## config.mk

```make
export PLATFORM = sky130hd
export DESIGN_NAME = serial_subtractor_mux
export DESIGN_NICKNAME = d
export VERILOG_FILES = /design/src/rtl/subtractor_pkg.sv /design/src/rtl/full_subtractor_mux.sv /design/src/rtl/mux2_1.sv /design/src/rtl/serial_subtractor_mux.sv
export SDC_FILE = /design/constraint.sdc
export NUM_CORES = 1
export LEC_CHECK = 0
export ABC_AREA = 1
export CORE_UTILIZATION = 30
export DETAILED_ROUTE_END_ITERATION = 10
export PLACE_DENSITY = 0.59
export REMOVE_ABC_BUFFERS = 1
export SYNTH_ARGS = -nofsm -noshare
export SYNTH_HDL_FRONTEND = slang
export SYNTH_SLANG_ARGS = --single-unit
```

## constraint.sdc

```tcl
create_clock -name clk -period 1.4 [get_ports clk]
set_clock_uncertainty 0.1 [all_clocks]
set_input_delay 0.28 -clock clk [delete_from_list [all_inputs] [get_ports clk]]
set_output_delay 0.28 -clock clk [all_outputs]
set_load 0.005 [all_outputs]
```

## src/rtl/subtractor_pkg.sv

```systemverilog
// Shared definitions for the bit-serial subtractor: state encoding, default width
// and the bit-counter width helper.
package subtractor_pkg;

    localparam int DEFAULT_WIDTH = 8;

    typedef enum logic [1:0] {
        IDLE  = 2'd0,
        SHIFT = 2'd1,
        DONE  = 2'd2
    } state_t;

    // The counter only has to reach WIDTH-1, so $clog2(WIDTH) bits suffice.
    function automatic int cnt_width(input int width);
        return ($clog2(width) < 1) ? 1 : $clog2(width);
    endfunction

endpackage

```

## src/rtl/full_subtractor_mux.sv

```systemverilog
// Combinational full subtractor (x - y - bin) built purely from 2:1 muxes.
module full_subtractor_mux (
    input  logic x,
    input  logic y,
    input  logic bin,
    output logic d,
    output logic bout
);

    logic y_n;
    logic xy_xor;
    logic xy_xnor;
    logic y_or_bin;
    logic y_and_bin;

    // Inversion comes from a mux choosing between constants.
    mux2_1 u_inv_y   (.sel(y),      .d0(1'b1),   .d1(1'b0),    .y(y_n));
    mux2_1 u_xor_xy  (.sel(x),      .d0(y),      .d1(y_n),     .y(xy_xor));
    mux2_1 u_inv_xor (.sel(xy_xor), .d0(1'b1),   .d1(1'b0),    .y(xy_xnor));
    mux2_1 u_diff    (.sel(bin),    .d0(xy_xor), .d1(xy_xnor), .y(d));

    // With x=0 a borrow occurs if y|bin; with x=1 only if y&bin.
    mux2_1 u_or      (.sel(y),      .d0(bin),    .d1(1'b1),    .y(y_or_bin));
    mux2_1 u_and     (.sel(y),      .d0(1'b0),   .d1(bin),     .y(y_and_bin));
    mux2_1 u_borrow  (.sel(x),      .d0(y_or_bin), .d1(y_and_bin), .y(bout));

endmodule

```

## src/rtl/mux2_1.sv

```systemverilog
// 2:1 multiplexer, the only primitive used to build the subtractor cell.
module mux2_1 (
    input  logic sel,
    input  logic d0,
    input  logic d1,
    output logic y
);

    assign y = sel ? d1 : d0;

endmodule

```

## src/rtl/serial_subtractor_mux.sv

```systemverilog
// Bit-serial a - b, LSB first, one bit per clock behind a start/done handshake.
module serial_subtractor_mux
    import subtractor_pkg::*;
#(
    parameter int WIDTH = DEFAULT_WIDTH
) (
    input  logic             clk,
    input  logic             rst_n,
    input  logic             start,
    input  logic [WIDTH-1:0] a,
    input  logic [WIDTH-1:0] b,
    output logic             busy,
    output logic             done,
    output logic [WIDTH-1:0] diff,
    output logic             borrow_out
);

    localparam int CW = cnt_width(WIDTH);
    localparam logic [CW-1:0] LAST = CW'(WIDTH - 1);

    state_t           state;
    logic [WIDTH-1:0] a_sr;
    logic [WIDTH-1:0] b_sr;
    logic [WIDTH-1:0] res_sr;
    logic             borrow;
    logic [CW-1:0]    cnt;
    logic             d;
    logic             bout;

    full_subtractor_mux u_cell (
        .x    (a_sr[0]),
        .y    (b_sr[0]),
        .bin  (borrow),
        .d    (d),
        .bout (bout)
    );

    always_ff @(posedge clk or negedge rst_n) begin
        if (!rst_n) begin
            state      <= IDLE;
            a_sr       <= '0;
            b_sr       <= '0;
            res_sr     <= '0;
            borrow     <= 1'b0;
            cnt        <= '0;
            busy       <= 1'b0;
            done       <= 1'b0;
            diff       <= '0;
            borrow_out <= 1'b0;
        end else begin
            case (state)
                IDLE: begin
                    if (start) begin
                        a_sr   <= a;
                        b_sr   <= b;
                        borrow <= 1'b0;
                        cnt    <= '0;
                        busy   <= 1'b1;
                        state  <= SHIFT;
                    end
                end
                SHIFT: begin
                    a_sr   <= a_sr >> 1;
                    b_sr   <= b_sr >> 1;
                    res_sr <= {d, res_sr[WIDTH-1:1]};
                    borrow <= bout;
                    // The last bit-step writes the result straight into the output registers.
                    if (cnt == LAST) begin
                        diff       <= {d, res_sr[WIDTH-1:1]};
                        borrow_out <= bout;
                        busy       <= 1'b0;
                        done       <= 1'b1;
                        state      <= DONE;
                    end else begin
                        cnt <= cnt + CW'(1);
                    end
                end
                DONE: begin
                    done  <= 1'b0;
                    state <= IDLE;
                end
                default: begin
                    busy  <= 1'b0;
                    done  <= 1'b0;
                    state <= IDLE;
                end
            endcase
        end
    end

endmodule

```

## After elaboration in Yosys (flattened, before gate mapping)

Index checks and enable logic that the tools add are counted.

| word-level totals | value |
|---|---|
| register bits | 41 |
| input bits | 19 |
| output and inout bits | 11 |
| word-level logic and storage cells | 51 |

| cells by class | value |
|---|---|
| add/subtract/negate cells | 1 |
| eq/ne operators | 6 |
| mux-type cells | 24 |
| bitwise operators | 2 |
| reduce and logical (&&, ||, !) cells | 8 |

Operators with widths:

| operator | count |
|---|---|
| 8-bit one-hot mux with 2 select lines | 2 |
| 8-bit two-way mux | 2 |
| 1-bit two-way mux | 11 |
| 2-bit AND reduction | 4 |
| 3-bit two-way mux | 2 |
| 2-bit inequality test, second input constant | 3 |
| 3-bit one-hot mux with 2 select lines | 1 |
| 3-bit AND reduction | 2 |
| 2-bit two-way mux | 2 |
| 1-bit one-hot mux with 2 select lines | 2 |
| 2-bit one-hot mux with 2 select lines | 1 |
| 3-bit by 1-bit adder with 3-bit output, second input constant | 1 |
| 3-bit equality test, second input constant | 1 |
| 1-bit one-hot mux with 3 select lines | 1 |
| 2-bit by 1-bit equality test with 1-bit output, second input constant | 1 |
| 2-bit equality test, second input constant | 1 |
| 2-bit zero test | 1 |
| 1-bit inverter | 2 |
| 2-bit nonzero test | 1 |

## Longest topological paths before layout

Gate-level depths: netlist of the first run.

| logic depth | value |
|---|---|
| word-level depth | 4 |
| gate-level depth with buffers | 8 |
| mapped depth without buffers | 7 |

## By module

A second synthesis of the first run with hierarchy kept.

| second synthesis, totals | value |
|---|---|
| cell total of the unflattened synthesis | 259 |
| area total of the unflattened synthesis | 2,003.2 um2 |

Modules (own cells, without submodules):

| module | times used | cells each | area an instance (um2) | sequential area each (um2) |
|---|---|---|---|---|
| serial_subtractor_mux | 1 | 229 | 1,890.6 | 1,001.0 |
| mux2_1 | 7 | 4 | 15.0 | 0.0 |
| full_subtractor_mux | 1 | 2 | 7.5 | 0.0 |

## Least setup slack after synthesis of the first run

OpenSTA, ideal clock, no wires.

| timing path | value |
|---|---|
| path type | register to register |
| from | register cnt[0] |
| to | register cnt[0] |
| setup time | 127 ps |
| arrival time | 1,137 ps |
| path slack | 36 ps |
| cell stages (with the launch flop) | 7 |
| buffers on the path | 0 |
| clock period less this slack | 1,364 ps |
| cells stage by stage | dfrtp_1 ha_1 ha_1 nor2_1 nand2_1 nand3_1 o21ai_0 |

| between the ends | value |
|---|---|
| word-level cells in the longest chain between the ends | 3 |
| elaborated cells on any way between the ends | 6 |
| those cells by class | add/sub: 1; eq/ne: 2; mux: 2; reduce/logical: 1 |

RTL lines:

| what | line | text |
|---|---|---|
| start, declared | serial_subtractor_mux.sv:26 | `logic [CW-1:0] cnt;` |
| start signal, assigned | serial_subtractor_mux.sv:75 | `cnt <= cnt + CW'(1);` |
| 3-bit by 1-bit adder with 3-bit output or 3-bit equality test (tied branches) | serial_subtractor_mux.sv:75, serial_subtractor_mux.sv:68 |  |
| 3-bit two-way mux or 2-bit inequality test (tied branches) | n/a |  |
| 3-bit one-hot mux with 2 select lines or 3-bit AND reduction (tied branches) | n/a |  |

Parallel ways exist; a longest one is shown, timed or not. The select of a mux whose other input is x is not followed.
A chain may end at the register's enable or synchronous reset.

## Worst setup path in the final report of the first run

| timing path | value |
|---|---|
| from | register cnt[1] |
| to | register diff[5] |

| between the ends | value |
|---|---|
| word-level cells in the longest chain between the ends | 2 |

RTL lines:

| what | line | text |
|---|---|---|
| 3-bit equality test | serial_subtractor_mux.sv:68 | `if (cnt == LAST) begin` |
| 2-bit AND reduction (no source line) | n/a |  |
| end signal, assigned | serial_subtractor_mux.sv:69 | `diff <= {d, res_sr[WIDTH-1:1]};` |
| end, declared | serial_subtractor_mux.sv:14 | `output logic [WIDTH-1:0] diff,` |

No other way between the ends.

==> results of run 1 <==
timing repair:
item | in CTS | in global routing
endpoints found under the setup margin | 24 | 28
setup buffers | 5 | 1
hold buffers | 1 | 0
pin swaps | 1 | 2
hold endpoints to repair | 14 | 0
resized for setup | 15 | 7
cloned | 0 | 0
power breakdown:
group | switching [mW] | internal [mW] | leakage (nW)
logic | 1.01 | 0.889 | 0.584
clock network | 0.407 | 0.527 | 0.0541
registers | 0.299 | 1.69 | 0.494
registers in the layout, indices dropped and copies added (netlist names):
| name | cells |
|---|---|
| busy | 1 |
| borrow | 1 |
| done | 1 |
| state | 2 |
| b_sr | 8 |
| a_sr | 8 |
| res_sr | 7 |
| cnt | 3 |
| borrow_out | 1 |
| diff | 8 |
worst max-delay path, cell delays in order, from the launching register on:
cell	delay [ps]
dfrtp_1	370
ha_2	200
ha_4	150
inv_1	60
nor2_4	140
inv_6	90
nand2_1	80
o21ai_2	50
placed cells by master, fill, tap and decap left out, types with 2 or more instances in the layout:
| cell type | count |
|---|---|
| nor2_4 | 2 |
| dlygate4sd2_1 | 11 |
| nand3_1 | 11 |
| nand2_4 | 4 |
| nand2_1 | 52 |
| buf_12 | 2 |
| clkbuf_8 | 5 |
| inv_1 | 12 |
| clkdlybuf4s50_1 | 17 |
| a21oi_1 | 14 |
| dfrtp_1 | 40 |
| o21ai_0 | 22 |
| nor2_1 | 14 |
| o21ai_2 | 6 |
| buf_4 | 13 |
per-stage QoR:
stage / cells / hold slack (ps)
CTS: 308 / 336.0
floorplan: 184 / -115.6
finish: 309 / 329.9
global placement: 294 / 117.2
global route: 309 / 348.8
detailed placement: 294 / 118.0
cell type report:
| type | count | share of cell area |
|---|---|---|
| clock inverters | 3 | 0.01818 |
| inverters | 15 | 0.02727 |
| well taps | 72 | 0.03850 |
| clock buffers | 5 | 0.02941 |
| repair buffers | 45 | 0.1791 |
| flip-flops and latches | 40 | 0.4278 |
| multi-input cells | 129 | 0.2797 |
kinds of logic after synthesis:
logic type / after synthesis / synth area share
DFF: 40 / 0.5755
adders and majority gates: 2 / 0.01439
buffers and inverters: 22 / 0.06690
AOI/OAI and AO/OA: 43 / 0.1367
and+or+nand+nor: 84 / 0.2065
worst paths after layout:
path,endpoint,slack [ps]
setup / recovery,diff[5]$_DFFE_PN0P_,40
hold / removal,done$_DFFE_PN0P_,330
setup reg to reg,diff[5]$_DFFE_PN0P_,40
hold reg to reg,diff[0]$_DFFE_PN0P_,380
max in group asynchronous,res_sr[5]$_DFFE_PN0P_,410
min in group clk,diff[0]$_DFFE_PN0P_,380
per-layer routing:
| metal | vias up | global-route usage |
|---|---|---|
| met3 | 4 | 0.03140 |
| met4 | 0 | 0.05000 |
| li1 | 704 | - |
| met1 | 645 | 0.1656 |
| met2 | 33 | 0.2079 |
| met5 | - | 0 |
==> flow_metrics.py, run 1 <==
metrics = {
    "drt": {
        "wl_per_cell_um": 11.13,
        "wl_met2_um": 1596,
        "highest_layer": "met4",
        "drcViolationCount": 0,
        "drtPass1Iterations": 4,
        "drt_iter0_markers": 85,
        "viasPerCell": 4.485,
        "finalWirelength_um": 3440,
        "num_vias": 1386,
        "wl_met1_um": 1648,
        "dr_wl_met3_um": 163,
        "antenna_left": 0,
    },
    "timing": {
        "setup_ws_ps": 40.15,
        "clock.fmax_ghz": 0.7354,
        "fin_setup_tns_ps": 0,
        "final_hold_viol_count": 0,
        "relSlewSlack": 0.7492,
        "rsz0062_at_grt": "yes",
        "period_share": 0.9713,
        "drv_slew": 0,
        "min_period_ps": 1360,
        "worstMarginPinSlew_ps": 376.1,
        "finalSetupViolCount": 0,
    },
    "yosys": {
        "synth_edf_count": 0,
        "synth.area.top_cells": "dfrtp_1 (58%), nand2_1 (12%), o21ai_0 (6.3%)",
        "avgSynthCellArea_sq_um": 9.106,
        "synth.top_cell.area_share": 0.5755,
        "yosysUniqueCellTypes": 18,
        "synthesis.area_sq_mm": 0.001739,
        "yosysWarningCount": 0,
        "synthArstFlopShare": 1.000,
        "synth_common_cells": "nand2_1 (54), dfrtp_1 (40), o21ai_0 (22)",
        "synth_ff_type": "dfrtp_1",
        "syn_inst": 191,
        "yosysSeqAreaShare": 0.5755,
        "yosys.area.top_type": "dfrtp_1",
        "synth-seq-cells": 40,
        "yosysMostFrequentCell": "nand2_1",
    },
    "finish": {
        "multi_input_area_sq_um": 654.4,
        "register_area_sq_mm": 0.001001,
        "nets": 257,
        "area_delta_synth_final_pct": 34.53,
        "post-route-util": 0.4223,
        "num_antenna_cells": 0,
        "final_cell_area_sq_mm": 0.002340,
        "drive_gt1_frac": 0.1772,
        "fill_cells": 569,
    },
    "critical_path": {
        "crit_required_ps": 1480,
        "criticalPathCategory": "reg2reg",
        "end_kind": "register",
        "timing.rr.start": "cnt[1]$_DFFE_PN0P_",
        "arrival_ps": 1440,
        "rr_worst_depth": 7,
        "cp-start-kind": "register",
        "crit_fanout": 16,
        "crit_start": "cnt[1]$_DFFE_PN0P_",
    },
    "floorplan": {
        "coreArea_sq_mm": 0.005540,
        "fp-row-count": 27,
        "die_y_um": 78.14,
        "dieArea_sq_mm": 0.006106,
        "start_util": 0.3139,
        "ios": 30,
        "die_w_um": 78.14,
    },
    "clock_tree": {
        "cts-htree-levels": 2,
        "clk_latency_ps": 290,
        "root_buffer": "clkbuf_8",
        "clkSinkCount": 40,
        "clkSlewWorstSetupHoldPaths_ps": 80,
        "cts_tree": "yes",
        "cts_buffer_depth": 2,
        "cts_buffers": 5,
    },
    "status": {
        "status": "complete, no violations",
    },
    "pwr": {
        "leakage_nw": 1.132,
        "pwr_density_cell_mw_per_mm2": 2064,
        "ir_worst_vdd_uv": 748.4,
        "report.power.total_mw": 4.830,
    },
    "global_routing": {
        "grt_pass1_vias": 1382,
        "grt-ovfl-total": 0,
        "grt_use_total": 0.1287,
        "grt_first_pass_wirelength_um": 6210,
        "antenna_found_initial": 0,
        "grt_max_degree": 27,
    },
    "place": {
        "routabilityCongestion": 0.7588,
        "hpwlAfterDp_um": 2334,
        "dpl_cell_area_sq_mm": 0.002150,
        "pre_cts_ws_ps": -136.7,
        "portBuffers": 29,
    },
    "worst_hold_path": {
        "min_path_type": "in2async",
    },
    "flow_run": {
        "max-cap-violations": 0,
    },
}
Power figures use the tool's default switching activity.
==> inputs of run 2 (changes only) <==
--- a/config.mk
+++ b/config.mk
@@ -13,3 +13,4 @@
 export SYNTH_ARGS = -nofsm -noshare
 export SYNTH_HDL_FRONTEND = slang
 export SYNTH_SLANG_ARGS = --single-unit
+export TNS_END_PERCENT = 1
==> run 2 against run 1 <==
Non-clock buffer count is 4 lower. Via count is 1.6% lower. Sequential cell count stayed put. Die area stayed put. Highest routed layer unchanged. Power is 1.3% lower.
==> flow_metrics.py, run 2 (same netlist as run 1, synthesis figures left out) <==
metrics = {
    "finish": {
        "nets": 253,
        "multi_input_area_sq_um": 659.4,
        "drive_gt1_frac": 0.1674,
        "area_delta_synth_final_pct": 33.09,
        "fill_cells": 570,
        "mostFrequentLayoutCells": "nand2_1 (52), dfrtp_1 (40), o21ai_0 (22), clkdlybuf4s50_1 (17)",
        "largestRegisters": "a_sr x8, b_sr x8, diff x8",
        "num_antenna_cells": 0,
        "register_area_sq_mm": 0.001001,
        "post-route-util": 0.4178,
        "final_common_cell": "nand2_1",
    },
    "timing": {
        "rsz0062_at_grt": "yes",
        "clock.fmax_ghz": 0.7323,
        "drv_slew": 0,
        "fin_setup_tns_ps": 0,
        "final_hold_viol_count": 0,
        "period_share": 0.9754,
        "min_period_ps": 1366,
        "relSlewSlack": 0.7528,
        "worstMarginPinSlew_ps": 370.9,
        "finalSetupViolCount": 0,
    },
    "pwr": {
        "ir_worst_vdd_uv": 747.5,
        "p_int_mw": 3.053,
        "leakage_nw": 1.113,
        "power_switching_mw": 1.714,
        "pwr_density_cell_mw_per_mm2": 2059,
        "p_seq_frac": 0.419,
        "clkPwrFrac": 0.196,
        "combPwrFrac": 0.385,
        "switching_share": 0.3596,
    },
    "clock_tree": {
        "cts-htree-levels": 2,
        "clk_latency_ps": 290,
        "cts_buffers": 5,
        "root_buffer": "clkbuf_8",
        "cts_tree": "yes",
        "cts_buffer_depth": 2,
        "clkSlewWorstSetupHoldPaths_ps": 80,
        "clkSinkCount": 40,
    },
    "floorplan": {
        "fp-row-count": 27,
        "dieArea_sq_mm": 0.006106,
        "die_y_um": 78.14,
        "start_util": 0.3139,
        "coreArea_sq_mm": 0.005540,
        "ios": 30,
        "die_w_um": 78.14,
    },
    "drt": {
        "viasPerCell": 4.472,
        "finalWirelength_um": 3442,
        "antenna_left": 0,
        "wl_per_cell_um": 11.29,
        "drt_iter0_markers": 90,
        "num_vias": 1364,
        "drcViolationCount": 0,
        "drtPass1Iterations": 4,
    },
    "critical_path": {
        "crit_slowest_cell": "dfrtp_1",
        "endpoint": "diff[5]$_DFFE_PN0P_",
        "timing.rr.start": "cnt[0]$_DFFE_PN0P_",
        "critical_path.max_stage_delay_ps": 370,
        "end_kind": "register",
        "rr_worst_depth": 7,
        "r2r_slack_ps": 30,
        "crit_family": "flip-flops",
        "cp.depth": 7,
        "crit_required_ps": 1480,
        "crit_fanout": 16,
        "criticalPathCategory": "reg2reg",
        "cp-start-kind": "register",
        "arrival_ps": 1450,
        "r2r-end": "diff[5]$_DFFE_PN0P_",
        "cp_num_buf_inv": 2,
        "path_cells": "ha_2 -> ha_4 -> inv_1 -> nor2_4 -> inv_6 -> nand2_1 -> o21ai_2",
        "crit_start": "cnt[0]$_DFFE_PN0P_",
    },
    "place": {
        "routabilityCongestion": 0.7588,
        "hpwlAfterDp_um": 2334,
        "portBuffers": 29,
    },
    "global_routing": {
        "grt_max_degree": 27,
        "grt_pass1_vias": 1352,
        "grt_first_pass_wirelength_um": 6141,
        "antenna_found_initial": 0,
        "grt_use_total": 0.1275,
        "grt-ovfl-total": 0,
    },
    "worst_hold_path": {
        "min_path_type": "in2async",
    },
    "status": {
        "status": "complete, no violations",
    },
    "flow_run": {
        "max-cap-violations": 0,
    },
}
## run 2: per-stage QoR
| step | setup WS [ps] | cell area [sq um] | std cells | hold slack (ps) | total power, mW |
|---|---|---|---|---|---|
| global placement | -121.0 | 2150 | 294 | 117.2 | 3.799 |
| global route | -27.29 | 2315 | 305 | 348.8 | 5.255 |
| floorplan | 36.25 | 1682 | 184 | -115.6 | 3.066 |
| CTS | -24.64 | 2272 | 304 | 336.0 | 4.745 |
| finish | 34.47 | 2315 | 305 | 327.5 | 4.766 |
| detailed placement | -136.7 | 2150 | 294 | 118.0 | 3.858 |
## run 2: power by group through the flow
stage | registers, mW | logic, mW | clock network, mW
3_5_place_dp | 2.01 | 1.84 | 0
4_1_cts | 1.99 | 1.79 | 0.967
6_report | 2.00 | 1.83 | 0.935
3_3_place_gp | 2.00 | 1.80 | 0
5_1_grt | 2.08 | 2.16 | 1.02
2_1_floorplan | 1.97 | 1.10 | 0
## run 2: layout make-up
cell class                      instances  area share
Clock buffer                            5     0.02973
Clock inverter                          3     0.01838
Inverter                               15     0.02757
Multi-Input combinational cell        129      0.2849
Sequential cell                        40      0.4324
Tap cell                               72     0.03892
Timing Repair Buffer                   41      0.1681
## run 2: worst min-delay path by stage
| stage | startpoint | cells past startpoint | to |
|---|---|---|---|
| floorplan | rst_n | 0 | a_sr[0]$_DFFE_PN0P_ |
| global placement | rst_n | 1 | busy$_DFFE_PN0P_ |
| detailed placement | rst_n | 1 | busy$_DFFE_PN0P_ |
| CTS | rst_n | 2 | done$_DFFE_PN0P_ |
| global route | rst_n | 2 | done$_DFFE_PN0P_ |
| finish | rst_n | 2 | done$_DFFE_PN0P_ |
## run 2: timing repair
action                     4_1_cts  5_1_grt
hold buffers                     1        0
setup endpoints to repair       24       28
buffers inserted                 1        1
cloned                           0        0
gates resized for setup         14        9
hold endpoints to repair        14        0
pin swaps                        0        2
## run 2: metal layers
layer / GRT usage / vias up / wire length [um]
met3: 0.03140 / 4 / 153
met4: 0.05000 / 0 / 33
li1: - / 694 / -
met5: 0 / - / 0
met1: 0.1663 / 635 / 1652
met2: 0.2026 / 31 / 1603
